**src/rtl/nr4sdp_pkg.sv**
```systemverilog
// Shared constants, the signed digit type and digit/bit-pair helpers for the NR4SD+ recoder.
package nr4sdp_pkg;

  localparam int N_BITS   = 8;
  localparam int N_DIGITS = 3;
  localparam int COR_W    = 16;

  typedef logic signed [2:0] digit_t;

  // NR4SD+ bit pair {np, nm}; the digit value is 2*np - nm.
  function automatic logic [1:0] digit_to_bits(input digit_t d);
    logic [1:0] bits;
    case (d)
      3'b001:  bits = 2'b11;
      3'b010:  bits = 2'b10;
      3'b111:  bits = 2'b01;
      default: bits = 2'b00;
    endcase
    return bits;
  endfunction

  function automatic digit_t bits_to_digit(input logic np, input logic nm);
    digit_t d;
    d = digit_t'({1'b0, np, 1'b0}) - digit_t'({2'b00, nm});
    return d;
  endfunction

endpackage

```
**src/rtl/nr4sdp_recoder_unit_digit_cell.sv**
```systemverilog
// Combinational NR4SD+ digit cell: one radix-4 slice of the operand plus incoming carry
// becomes a digit in {-1,0,+1,+2}, its select lines and the outgoing carry.
module nr4sdp_digit_cell
  import nr4sdp_pkg::*;
(
  input  logic a_hi,
  input  logic a_lo,
  input  logic c_in,
  output logic np,
  output logic nm,
  output logic one_p,
  output logic one_m,
  output logic two_p,
  output logic c_out
);

  logic [2:0] v;
  digit_t     y;
  logic [1:0] bits;

  // v = 2*a_hi + a_lo + c_in; values 3 and 4 are folded back by carrying one radix-4 unit.
  always_comb begin
    v     = {1'b0, a_hi, 1'b0} + {2'b00, a_lo} + {2'b00, c_in};
    y     = '0;
    c_out = 1'b0;
    case (v)
      3'd1: y = 3'sb001;
      3'd2: y = 3'sb010;
      3'd3: begin
        y     = 3'sb111;
        c_out = 1'b1;
      end
      3'd4: c_out = 1'b1;
      default: y = '0;
    endcase
  end

  assign bits  = digit_to_bits(y);
  assign np    = bits[1];
  assign nm    = bits[0];
  assign one_p = np & nm;
  assign one_m = ~np & nm;
  assign two_p = np & ~nm;

endmodule

```
**src/rtl/nr4sdp_recoder_unit.sv**
```systemverilog
// Registered NR4SD+ recoder front end for the 8x8 signed multiplier (1-cycle latency).
// Optional macro NR4SDP_DIGIT_VALUE_EN adds the 12-bit packed digit-value output 'digits'.
module nr4sdp_recoder_unit
  import nr4sdp_pkg::*;
(
  input  logic                clk,
  input  logic                rst_n,
  input  logic                in_valid,
  input  logic [N_BITS-1:0]   a,
  output logic                out_valid,
  output logic [N_DIGITS-1:0] nm,
  output logic [N_DIGITS-1:0] np,
  output logic [N_DIGITS-1:0] one_p,
  output logic [N_DIGITS-1:0] one_m,
  output logic [N_DIGITS-1:0] two_p,
  output logic                sign,
  output logic                one,
  output logic                two,
  output logic [COR_W-1:0]    cor
`ifdef NR4SDP_DIGIT_VALUE_EN
  ,
  output logic [11:0]         digits
`endif
);

  // ---- stage p0: combinational recoding of a ----
  logic [N_DIGITS:0]   c_p0;
  logic [N_DIGITS-1:0] np_p0, nm_p0, one_p_p0, one_m_p0, two_p_p0;
  digit_t              y3_p0;
  logic                sign_p0, one_p0, two_p0;
  logic [COR_W-1:0]    cor_p0;

  assign c_p0[0] = 1'b0;

  for (genvar j = 0; j < N_DIGITS; j++) begin : g_digit
    nr4sdp_digit_cell u_cell (
      .a_hi  (a[2*j+1]),
      .a_lo  (a[2*j]),
      .c_in  (c_p0[j]),
      .np    (np_p0[j]),
      .nm    (nm_p0[j]),
      .one_p (one_p_p0[j]),
      .one_m (one_m_p0[j]),
      .two_p (two_p_p0[j]),
      .c_out (c_p0[j+1])
    );
  end

  // MB most-significant digit: -2*a7 + a6 + c3 always fits in 3-bit two's complement.
  assign y3_p0   = digit_t'({a[7], a[7], 1'b0}) + digit_t'({2'b00, a[6]})
                 + digit_t'({2'b00, c_p0[N_DIGITS]});
  assign sign_p0 = y3_p0[2];
  assign one_p0  = (y3_p0 == 3'sb001) || (y3_p0 == 3'sb111);
  assign two_p0  = (y3_p0 == 3'sb010) || (y3_p0 == 3'sb110);

  always_comb begin
    cor_p0    = '0;
    cor_p0[0] = one_m_p0[0];
    cor_p0[2] = one_m_p0[1];
    cor_p0[4] = one_m_p0[2];
    cor_p0[6] = sign_p0 & (one_p0 | two_p0);
  end

  // ---- stage p1: output register ----
  logic                vld_p1;
  logic [N_DIGITS-1:0] np_p1, nm_p1, one_p_p1, one_m_p1, two_p_p1;
  logic                sign_p1, one_p1, two_p1;
  logic [COR_W-1:0]    cor_p1;

  always_ff @(posedge clk) begin
    if (!rst_n) begin
      vld_p1   <= 1'b0;
      np_p1    <= '0;
      nm_p1    <= '0;
      one_p_p1 <= '0;
      one_m_p1 <= '0;
      two_p_p1 <= '0;
      sign_p1  <= 1'b0;
      one_p1   <= 1'b0;
      two_p1   <= 1'b0;
      cor_p1   <= '0;
    end else begin
      vld_p1 <= in_valid;
      if (in_valid) begin
        np_p1    <= np_p0;
        nm_p1    <= nm_p0;
        one_p_p1 <= one_p_p0;
        one_m_p1 <= one_m_p0;
        two_p_p1 <= two_p_p0;
        sign_p1  <= sign_p0;
        one_p1   <= one_p0;
        two_p1   <= two_p0;
        cor_p1   <= cor_p0;
      end
    end
  end

  assign out_valid = vld_p1;
  assign np        = np_p1;
  assign nm        = nm_p1;
  assign one_p     = one_p_p1;
  assign one_m     = one_m_p1;
  assign two_p     = two_p_p1;
  assign sign      = sign_p1;
  assign one       = one_p1;
  assign two       = two_p1;
  assign cor       = cor_p1;

`ifdef NR4SDP_DIGIT_VALUE_EN
  logic [11:0] digits_p0, digits_p1;

  assign digits_p0 = {y3_p0,
                      bits_to_digit(np_p0[2], nm_p0[2]),
                      bits_to_digit(np_p0[1], nm_p0[1]),
                      bits_to_digit(np_p0[0], nm_p0[0])};

  always_ff @(posedge clk) begin
    if (!rst_n) begin
      digits_p1 <= '0;
    end else if (in_valid) begin
      digits_p1 <= digits_p0;
    end
  end

  assign digits = digits_p1;
`endif

endmodule

```
**config.mk**
```make
export PLATFORM = sky130hd
export DESIGN_NAME = nr4sdp_recoder_unit
export DESIGN_NICKNAME = d
export VERILOG_FILES = /design/src/rtl/nr4sdp_pkg.sv /design/src/rtl/nr4sdp_recoder_unit_digit_cell.sv /design/src/rtl/nr4sdp_recoder_unit.sv
export SDC_FILE = /design/constraint.sdc
export NUM_CORES = 1
export LEC_CHECK = 0
export CELL_PAD_IN_SITES_DETAIL_PLACEMENT = 1
export CELL_PAD_IN_SITES_GLOBAL_PLACEMENT = 2
export CORE_ASPECT_RATIO = 1.75
export CORE_MARGIN = 3
export CORE_UTILIZATION = 24
export CTS_BUF_LIST = sky130_fd_sc_hd__clkbuf_2 sky130_fd_sc_hd__clkbuf_4 sky130_fd_sc_hd__clkbuf_8
export CTS_CLUSTER_DIAMETER = 30
export DETAILED_ROUTE_END_ITERATION = 10
export GPL_TIMING_DRIVEN = 0
export PLACE_DENSITY_LB_ADDON = 0.3
export SLEW_MARGIN = 40
export SYNTH_ARGS = -nofsm -noshare
export SYNTH_HDL_FRONTEND = slang
export SYNTH_SLANG_ARGS = --single-unit
export TNS_END_PERCENT = 1
```
**constraint.sdc**
```tcl
create_clock -name clk -period 3.6 [get_ports clk]
set_input_delay 0.36 -clock clk [delete_from_list [all_inputs] [get_ports clk]]
set_output_delay 0.36 -clock clk [all_outputs]
set_load 0.1 [all_outputs]
```
==> results.toml <==
[die]
fp.coreArea_um2 = 4230
start_util_pct = 25.6
dieWidth_um = 56.7
rows = 31
die_h_um = 94.8
die-area_um2 = 5380
io_pins = 46

[routing]
drt-total-wl_um = 2750
firstDrtPassIters = 2
detail_route.iter0.violations = 6
drtAntennaViolNets = 0
vias = 946
wl_per_cell_um = 12.7
routed_via_density = 4.38
drc = 0

[clock_tree]
htreeDepth = 1
cts_setup_buffers = 0
cts_buffer_depth = 2
clock_sinks = 20
clk_latency_ps = 250
cts_tree = "done"
cts_inserted_buffers = 3
hold_buffers = 0
root_buffer = "clkbuf_8"
path_clk_slew_ps = 80
cts-resized-gates = 0

[worst_setup_path]
start_kind = "primary input"
critical_path_class = "primary input to flip-flop"
required_ps = 3790
worstSetupEndpointType = "flip-flop"
crit_fanout = 6
worst-r2r-setup-slack_ps = 2850
crit_arrival_ps = 3530

[synthesis]
ys_seq_area_share_pct = 37.0
ys_types = 32
ys_ff_latch = 20
syn_avg_cell_area_um2 = 9.01
syn_area_um2 = 1080
postSynthCellCount = 120
yosys_warnings = 0

[cells_and_area]
drive_above_1_share_pct = 27.5
final_cell_mix = "buf_2, dfxtp_1, nor2_1"
design_area_um2 = 1450
finalNetCount = 191
final_common_cell = "buf_2"
antennaDiodeCount = 0
areaGrowthSynthToFinish_pct = 33.7
fill_cells = 532

[placement]
io_buffers = 33
dp_slack_ps = -165
routabilityCongestion = 0.766
dp_hpwl_um = 2270
placed_area_um2 = 1400

[grt]
grt_overflow = 0
grt_usage_pct = 10.5
grt_busiest_layer = "met2"
antenna_found_initial = 0
met2_usage_pct = 20.7
grt_max_degree = 11
grt_pass1_vias = 1001
use_met1_pct = 10.5
grt_pass1_wl_um = 4500
grtUsageMet3_pct = 2.33

[sta]
max_freq_ghz = 0.299
setup_slack_ps = 254
fin_crit_ps = 3350
setup_viol = 0
finClkSkew_ps = 0
finalHoldViolCount = 0
fin_crit_sh_pct = 93.0
rsz0062_at_grt = "no"
finalMaxSlewViolations = 0

[job]
maxCapViolCount = 0

[power]
leakage_nw = 0.739
peakVddDrop_mv = 0.226
power-per-cell-area_nw_per_um2 = 474

[worst_hold_path]
hold_class = "flip-flop to flip-flop"

[run_status]
status = "complete, no violations"
-- registers in the layout, summed over array words and instances, names as in the netlist --
register   cells
sign           1
out_valid      1
np             3
two            1
cor            2
one_m          2
one            1
one_p          3
nm             3
two_p          3
-- metal layers --
metal | part of all wire [%] | vias up
met5 | 0 | -
met4 | 0.98 | 0
met3 | 4.8 | 2
met2 | 57 | 24
met1 | 37 | 447
li1 | - | 473
-- critical path, cell delays in order --
cell and delay, ps:
clkdlybuf4s50_1 480, ha_1 230, and2_1 150, ha_1 340, nand3b_1 180, o21ai_1 160, ha_1 310, nor2b_2 190
a22o_1 230, ha_1 170, inv_1 80, ha_1 260, xor2_1 140, nand3_1 90, a21oi_1 160
-- kinds of logic (layout without fill, tap and decap cells) --
family / count (synthesis) / in the layout / synth area share (%)
simple gates: 38 / 38 / 17.5
flops: 20 / 20 / 37.0
buf+inv: 25 / 61 / 14.1
fa+ha+maj: 11 / 11 / 12.7
other cells: 1 / 12 / 0.347
compound gates: 15 / 15 / 9.38
mux: 7 / 7 / 6.48
xor+xnor: 3 / 3 / 2.43
-- through the flow --
step                      util [%]  TNS (ps)  hold WS (ps)  total power [mW]  cells
final                         34.2         0           486             0.685    216
after global routing          34.2         0           523             0.720    216
after CTS                     34.1         0           491             0.693    216
after detailed placement      33.1      -281           477             0.543    213
after global placement        35.8      -186           464             0.554    213
after floorplan                  -         0           482             0.494    131
-- area by class of cell --
cell class	count	area, um2	area share [%]
multi-input combinational	86	574	39.7
inverter	7	26.3	1.82
buffer	18	126	8.74
tap	49	61.3	4.24
timing repair buffer	33	215	14.9
sequential	20	400	27.7
clock buffer	3	41.3	2.86
-- worst paths after layout --
path / start / cells after the start / end
min: np[0] / 2 / np[0]
max: a[0] / 15 / one
max reg2reg: cor[4] / 3 / cor[4]
min reg2reg: np[0] / 2 / np[0]
-- power by group --
group / internal, mW / switching, mW
Sequential: 0.236 / 0.00722
Combinational: 0.0648 / 0.229
Clock: 0.0745 / 0.0737
-- Yosys cell counts, drive strengths merged --
cell     count  share of area [%]
nand3b       2                1.4
a311oi       1               0.81
nand3        3                1.4
or3          1               0.58
o21ai        3                1.4
nand4        1               0.58
clkbuf       1               0.35
dfxtp       20                 37
a21oi        3                1.4
or4          1               0.69
nand2        4                1.4
nand2b       1               0.58
a22o         1               0.81
nor2        17                5.9
inv          7                2.4
ha          11                 13
and2         2                1.2
a2bb2oi      2                1.6
a211oi       1               0.69
nor3b        1               0.69
buf         17                 11
a31oi        2                1.2
o32ai        1               0.81
mux2i        7                6.5
nor4b        1               0.81
conb         1               0.35
nor2b        4                2.3
a22oi        1               0.69
xor2         2                1.6
xnor2        1               0.81
Power figures use the tool's default switching activity.
